File: src/rtl/bp_me_defines.svh
// Header flit layout for reflector packets, LSB first: dest, len, src, op, user.
`ifndef BP_ME_DEFINES_SVH
`define BP_ME_DEFINES_SVH

`define BP_DECLARE_REFL_HDR_S(fw, cw, lw) \
    typedef struct packed { \
        logic [(fw)-2*(cw)-(lw)-3:0] user; \
        logic [1:0]                  op; \
        logic [(cw)-1:0]             src; \
        logic [(lw)-1:0]             len; \
        logic [(cw)-1:0]             dest; \
    } bp_refl_hdr_s

`endif

File: src/rtl/bp_me_pkg.sv
// Shared types for the coherence-network reflector.
package bp_me_pkg;

    typedef enum logic [1:0] {
        e_refl_req  = 2'b00,
        e_refl_resp = 2'b01
    } bp_refl_op_e;

    typedef enum logic [1:0] {
        e_rx_hdr,
        e_rx_data,
        e_tx_hdr,
        e_tx_data
    } bp_refl_state_e;

    function automatic int unsigned bp_safe_clog2(input int unsigned n);
        return (n > 1) ? $clog2(n) : 1;
    endfunction

endpackage

File: src/rtl/bsg_mem_1r1w.sv
// Payload buffer: synchronous write, asynchronous read, no reset.
module bsg_mem_1r1w #(
    parameter int width_p = 64,
    parameter int els_p   = 4,
    parameter int addr_w  = 2
) (
    input  logic               clk_i,
    input  logic               w_v_i,
    input  logic [addr_w-1:0]  w_addr_i,
    input  logic [width_p-1:0] w_data_i,
    input  logic [addr_w-1:0]  r_addr_i,
    output logic [width_p-1:0] r_data_o
);

    logic [width_p-1:0] mem_q [els_p];

    always_ff @(posedge clk_i) begin
        if (w_v_i) begin
            mem_q[w_addr_i] <= w_data_i;
        end
    end

    assign r_data_o = mem_q[r_addr_i];

endmodule

File: src/rtl/bp_coh_noc_reflector.sv
// Far-end responder: swallows a request packet and echoes its payload back.
`include "bp_me_defines.svh"

module bp_coh_noc_reflector
    import bp_me_pkg::*;
#(
    parameter int flit_width_p  = 64,
    parameter int cord_width_p  = 8,
    parameter int len_width_p   = 4,
    parameter int max_payload_p = 4
) (
    input  logic                    clk_i,
    input  logic                    reset_i,
    input  logic [cord_width_p-1:0] my_cord_i,
    input  logic [flit_width_p+1:0] link_i,
    output logic [flit_width_p+1:0] link_o
);

    `BP_DECLARE_REFL_HDR_S(flit_width_p, cord_width_p, len_width_p);

    localparam int addr_w = bp_safe_clog2(max_payload_p);
    localparam logic [len_width_p-1:0] max_len = len_width_p'(max_payload_p);
    localparam logic [len_width_p-1:0] one_len = len_width_p'(1);

    bp_refl_state_e state_q, state_d;
    logic [len_width_p-1:0] cnt_q, cnt_d;
    bp_refl_hdr_s hdr_q, hdr_d;
    logic rdy_q, rdy_d;
    logic v_q, v_d;

    logic in_v, out_rdy, in_fire, out_fire;
    logic [flit_width_p-1:0] in_data, rdata, data_o;
    bp_refl_hdr_s hdr_in, resp_hdr;
    logic [len_width_p-1:0] resp_len;
    logic buf_we;

    assign in_v    = link_i[flit_width_p+1];
    assign in_data = link_i[flit_width_p:1];
    assign out_rdy = link_i[0];
    assign hdr_in  = in_data;

    assign in_fire  = rdy_q & in_v;
    assign out_fire = v_q & out_rdy;
    assign resp_len = (hdr_q.len > max_len) ? max_len : hdr_q.len;

    always_comb begin
        resp_hdr      = hdr_q;
        resp_hdr.dest = hdr_q.src;
        resp_hdr.src  = my_cord_i;
        resp_hdr.len  = resp_len;
        resp_hdr.op   = hdr_q.op ^ e_refl_resp;
    end

    always_comb begin
        state_d = state_q;
        cnt_d   = cnt_q;
        hdr_d   = hdr_q;
        buf_we  = 1'b0;
        unique case (state_q)
            e_rx_hdr: if (in_fire) begin
                hdr_d   = hdr_in;
                cnt_d   = '0;
                state_d = (hdr_in.len == '0) ? e_tx_hdr : e_rx_data;
            end
            e_rx_data: if (in_fire) begin
                buf_we = (cnt_q < max_len);
                if (cnt_q == hdr_q.len - one_len) begin
                    cnt_d   = '0;
                    state_d = e_tx_hdr;
                end else begin
                    cnt_d = cnt_q + one_len;
                end
            end
            e_tx_hdr: if (out_fire) begin
                cnt_d   = '0;
                state_d = (resp_len == '0) ? e_rx_hdr : e_tx_data;
            end
            e_tx_data: if (out_fire) begin
                if (cnt_q == resp_len - one_len) begin
                    cnt_d   = '0;
                    state_d = e_rx_hdr;
                end else begin
                    cnt_d = cnt_q + one_len;
                end
            end
            default: state_d = e_rx_hdr;
        endcase
        // Handshake outputs are registered copies of the next state's phase.
        rdy_d = (state_d == e_rx_hdr) || (state_d == e_rx_data);
        v_d   = (state_d == e_tx_hdr) || (state_d == e_tx_data);
    end

    always_ff @(posedge clk_i or posedge reset_i) begin
        if (reset_i) begin
            state_q <= e_rx_hdr;
            cnt_q   <= '0;
            hdr_q   <= '0;
            rdy_q   <= 1'b0;
            v_q     <= 1'b0;
        end else begin
            state_q <= state_d;
            cnt_q   <= cnt_d;
            hdr_q   <= hdr_d;
            rdy_q   <= rdy_d;
            v_q     <= v_d;
        end
    end

    bsg_mem_1r1w #(
        .width_p (flit_width_p),
        .els_p   (max_payload_p),
        .addr_w  (addr_w)
    ) payload_buf (
        .clk_i    (clk_i),
        .w_v_i    (buf_we),
        .w_addr_i (cnt_q[addr_w-1:0]),
        .w_data_i (in_data),
        .r_addr_i (cnt_q[addr_w-1:0]),
        .r_data_o (rdata)
    );

    always_comb begin
        data_o = '0;
        unique case (state_q)
            e_tx_hdr:  data_o = resp_hdr;
            e_tx_data: data_o = rdata;
            default:   data_o = '0;
        endcase
    end

    assign link_o = {v_q, data_o, rdy_q};

endmodule

File: config.mk
export PLATFORM = sky130hd
export DESIGN_NAME = bp_coh_noc_reflector
export DESIGN_NICKNAME = d
export VERILOG_FILES = /design/src/rtl/bp_me_pkg.sv /design/src/rtl/bsg_mem_1r1w.sv /design/src/rtl/bp_coh_noc_reflector.sv
export VERILOG_INCLUDE_DIRS = /design/src /design/src/rtl
export SDC_FILE = /design/constraint.sdc
export NUM_CORES = 1
export LEC_CHECK = 0
export CAP_MARGIN = 20
export CORE_ASPECT_RATIO = 1.2
export CORE_MARGIN = 3
export CORE_UTILIZATION = 50
export DETAILED_ROUTE_END_ITERATION = 8
export GPL_ROUTABILITY_DRIVEN = 0
export PLACE_DENSITY_LB_ADDON = 0.12
export SLEW_MARGIN = 10
export SYNTH_ARGS = -nofsm -noshare
export SYNTH_HDL_FRONTEND = slang
export SYNTH_SLANG_ARGS = --single-unit
export TNS_END_PERCENT = 5
File: constraint.sdc
create_clock -name clk_i -period 2.9 [get_ports clk_i]
set_input_delay 0.58 -clock clk_i [delete_from_list [all_inputs] [get_ports clk_i]]
set_output_delay 0.58 -clock clk_i [all_outputs]
set_load 0.005 [all_outputs]
==> key figures <==
Timing
  – # setup viols final: 3
  – Slew @ Worst Pin: 0.598 ns
  – Tcrit/Tclk final: 1.01
  – Layout Skew: 0.00785 ns
  – Slew HR: 0.598
  – Setup TNS: -0.0193 ns
  – Max-slew violations: 0
  – Hold slack final: 0.290 ns
  – RSZ-0062 raised after global routing: yes
  – Fin crit period: 2.91 ns
  – Final hold vios: 0
  – Worst setup margin: -0.0148 ns
  – F_max: 343 MHz

Global route
  – Global-route wire length before repair: 44.8 mm
  – Total GRT Usage: 0.209
  – Antenna violations before repair: 1
  – Largest net degree at the start of global routing: 48
  – Number of global-route vias before repair: 7,605
  – GR Overflow Total: 0

Hold path
  – Worst Hold Class: input pin to asynchronous set/reset pin

Clock network
  – CTS tree: yes
  – Worst skew pair latency: 0.56 ns
  – Clock buffer depth: 3
  – Clock root buffer: clkbuf_16
  – Num CTS Buffers: 31
  – H-tree levels: 1
  – Clock sinks: 320
  – Clk slew on worst S/H paths: 0.06 ns
  – Hold buffer count at CTS: 0

Synthesis
  – List of most frequent post-synthesis cells: edfxtp_1 (256), nor2_1 (69), dfrtp_1 (64), mux4_2 (64), mux2i_1 (59)
  – Post-synthesis sequential area ratio: 0.718
  – Top FF cell, synth: edfxtp_1
  – Top-area cell type share of the netlist area: 0.594
  – Average size of a mapped cell: 18.6 um2
  – Post-Synth Simple-Gate Area: 0.0361
  – Synth warnings: 0
  – Post-Syn Area: 12,900 um2
  – Combinational family with the most area after synthesis: multiplexers
  – Post-synth top area cell: edfxtp_1
  – Adder-Cell Fraction of Synth Area: 0.00580
  – Async SR Flop Fraction: 0.200
  – Yosys reg bits: 320
  – Post-synth EDFFs: 256
  – Multiplexer share of the synthesized area: 0.204
  – Count leader, synth: edfxtp_1
  – Synth Instances: 694
  – Synth unique cells: 37
  – Synth area leaders: edfxtp_1 (59%), dfrtp_1 (12%), mux4_2 (11%)
  – Xor/xnor share of the synthesized area: 0.00677
  – Synthesized Nets: 776
  – Synth Area in Compound Gates: 0.0126

Drt
  – DR WL/cell: 23.7 um
  – Starting DRT DRC Count: 479
  – DRT Pass-1 Iters: 5
  – # DRC: 0
  – ANT nets after route: 0
  – Drt total wl: 28.9 mm
  – DR vias: 6,982
  – Vias/cell: 5.72

Die
  – DIE HEIGHT: 182 um
  – Core area: 25,100 um2
  – Die X: 153 um
  – Row count: 63
  – Die area: 27,800 um2
  – Starting Density: 0.516
  – Top Ports: 142

Setup path
  – Worst Path Required: 2.32 ns
  – Setup CP Type: flip-flop to output port
  – Worst path slowest cell: mux4_2
  – CP Launch Type: flip-flop
  – Arrival time worst endpoint: 2.33 ns
  – Crit-path cells: buf_12 -> buf_16 -> mux4_2 -> mux2i_1 -> nor2_2 -> dlygate4sd2_1
  – RR Startpoint: hdr_q[8]$_DFFE_PP0P_
  – Crit path largest cell delay: 0.49 ns
  – Flop-to-flop setup slack: 0.26 ns
  – Worst Setup SP: cnt_q[0]$_DFFE_PP0P_
  – Worst Path Max Fanout: 6
  – Worst setup EP type: output port

Power and ir drop
  – Leak: 0.00596 uW
  – Pwr Density: 914 nW/um2
  – Worst VDD drop: 0.533 mV

Placed design
  – Placed cell count: 1,143
  – Worst slack at placement: 0.221 ns
  – Detail Placement HPWL: 16.4 mm
  – DP Area: 15,000 um2
  – PortBufs: 141

Finish
  – Area delta synth->final: 24.7%
  – Finished Layout Cells: 1,221
  – Filler cells: 1,786
  – Share of cells above drive strength 1: 0.315
  – Final instance area: 16,100 um2
  – Nets: 952

Outcome
  – Violated checks: negative setup slack
  – Outcome: complete, but fails checks

Job
  – Number of max-cap violations: 0
==> kinds of logic after synthesis <==
| logic type | count (synthesis) |
|---|---|
| AO/OA/AOI/OAI | 24 |
| XOR/XNOR | 10 |
| adder cells (fa/ha/maj) | 6 |
| buffers and inverters | 49 |
| flip-flops | 320 |
| multiplexers | 177 |
| AND/OR/NAND/NOR | 108 |
==> layout make-up <==
class / count / area, um2 / share of cell area
antenna: 1 / 2.50 / 0.000155
tap: 325 / 407 / 0.0252
sequential: 320 / 9300 / 0.577
clock buffer: 40 / 840 / 0.0521
timing repair buffer: 185 / 1870 / 0.116
multi-input combinational: 325 / 3480 / 0.216
clock inverter: 18 / 199 / 0.0123
inverter: 7 / 30.0 / 0.00186
==> critical path: cells and delay by family, from the launching register on <==
family | cells | cell delay, ns
buffers and inverters | 3 | 0.55
multiplexers | 2 | 0.67
flip-flops | 1 | 0.47
AND/OR/NAND/NOR | 1 | 0.08
==> stage by stage <==
stage | util | total power [uW]
after floorplan | - | 8620
after global placement | 0.598 | 10600
after detailed placement | 0.598 | 10700
after CTS | 0.651 | 15000
after global routing | 0.643 | 15500
final | 0.643 | 14700
==> where the power goes <==
part | internal (uW) | switching (uW) | total (uW)
combinational | 2630 | 2240 | 4870
sequential | 5440 | 383 | 5820
clock | 2400 | 1650 | 4050
total | 10500 | 4280 | 14700
==> per-layer routing <==
metal  up-vias  track usage  part of all wire
met5         -            0                 0
met4         0       0.0585             0.016
met3        33       0.0332             0.051
met2       217        0.361              0.52
met1      3659        0.279              0.41
li1       3073            -                 -
==> timing repair <==
item                       4_1_cts  5_1_grt
pin swaps                        1        7
setup endpoints to repair       64       64
buffers inserted                13        2
resized for setup              126       76
cloned                           5        2
==> placed cells by master, fill, tap and decap left out, drive strengths merged, types with 2 or more instances in the layout <==
cell type	Yosys	final
clkinv	0	11
a211oi	2	2
o22ai	2	2
nand3	3	3
and2	5	5
ha	6	6
bufinv	0	4
mux2i	59	59
dlygate4sd2	0	10
mux4	64	64
o21ai	7	7
clkdlybuf4s50	0	77
inv	7	8
o21a	4	4
nor2b	2	2
clkinvlp	0	2
xnor2	6	6
buf	24	46
nand2b	2	2
mux2	54	54
edfxtp	256	256
nor2	69	69
nand3b	2	2
nor3	4	4
or3	2	2
clkdlybuf4s15	0	4
nand2	15	15
xor2	4	4
a31oi	2	2
dfrtp	64	64
clkbuf	18	88
nor4	3	3
==> sequential cells by signal (all words and copies together) (netlist names) <==
name / count
cnt_q: 4
rdy_q: 1
state_q: 2
payload_buf.mem_q: 256
v_q: 1
hdr_q: 56
==> path summary, 6_finish.rpt <==
path | endpoint | depth (start not counted)
hold reg to reg | hdr_q[24]$_DFFE_PP0P_ | 1
max in group asynchronous | cnt_q[1]$_DFFE_PP0P_ | 3
setup / recovery | link_o[62] | 6
setup reg to reg | cnt_q[3]$_DFFE_PP0P_ | 11
min in group clk_i | hdr_q[24]$_DFFE_PP0P_ | 1
hold / removal | hdr_q[17]$_DFFE_PP0P_ | 2
Power figures use the tool's default switching activity.
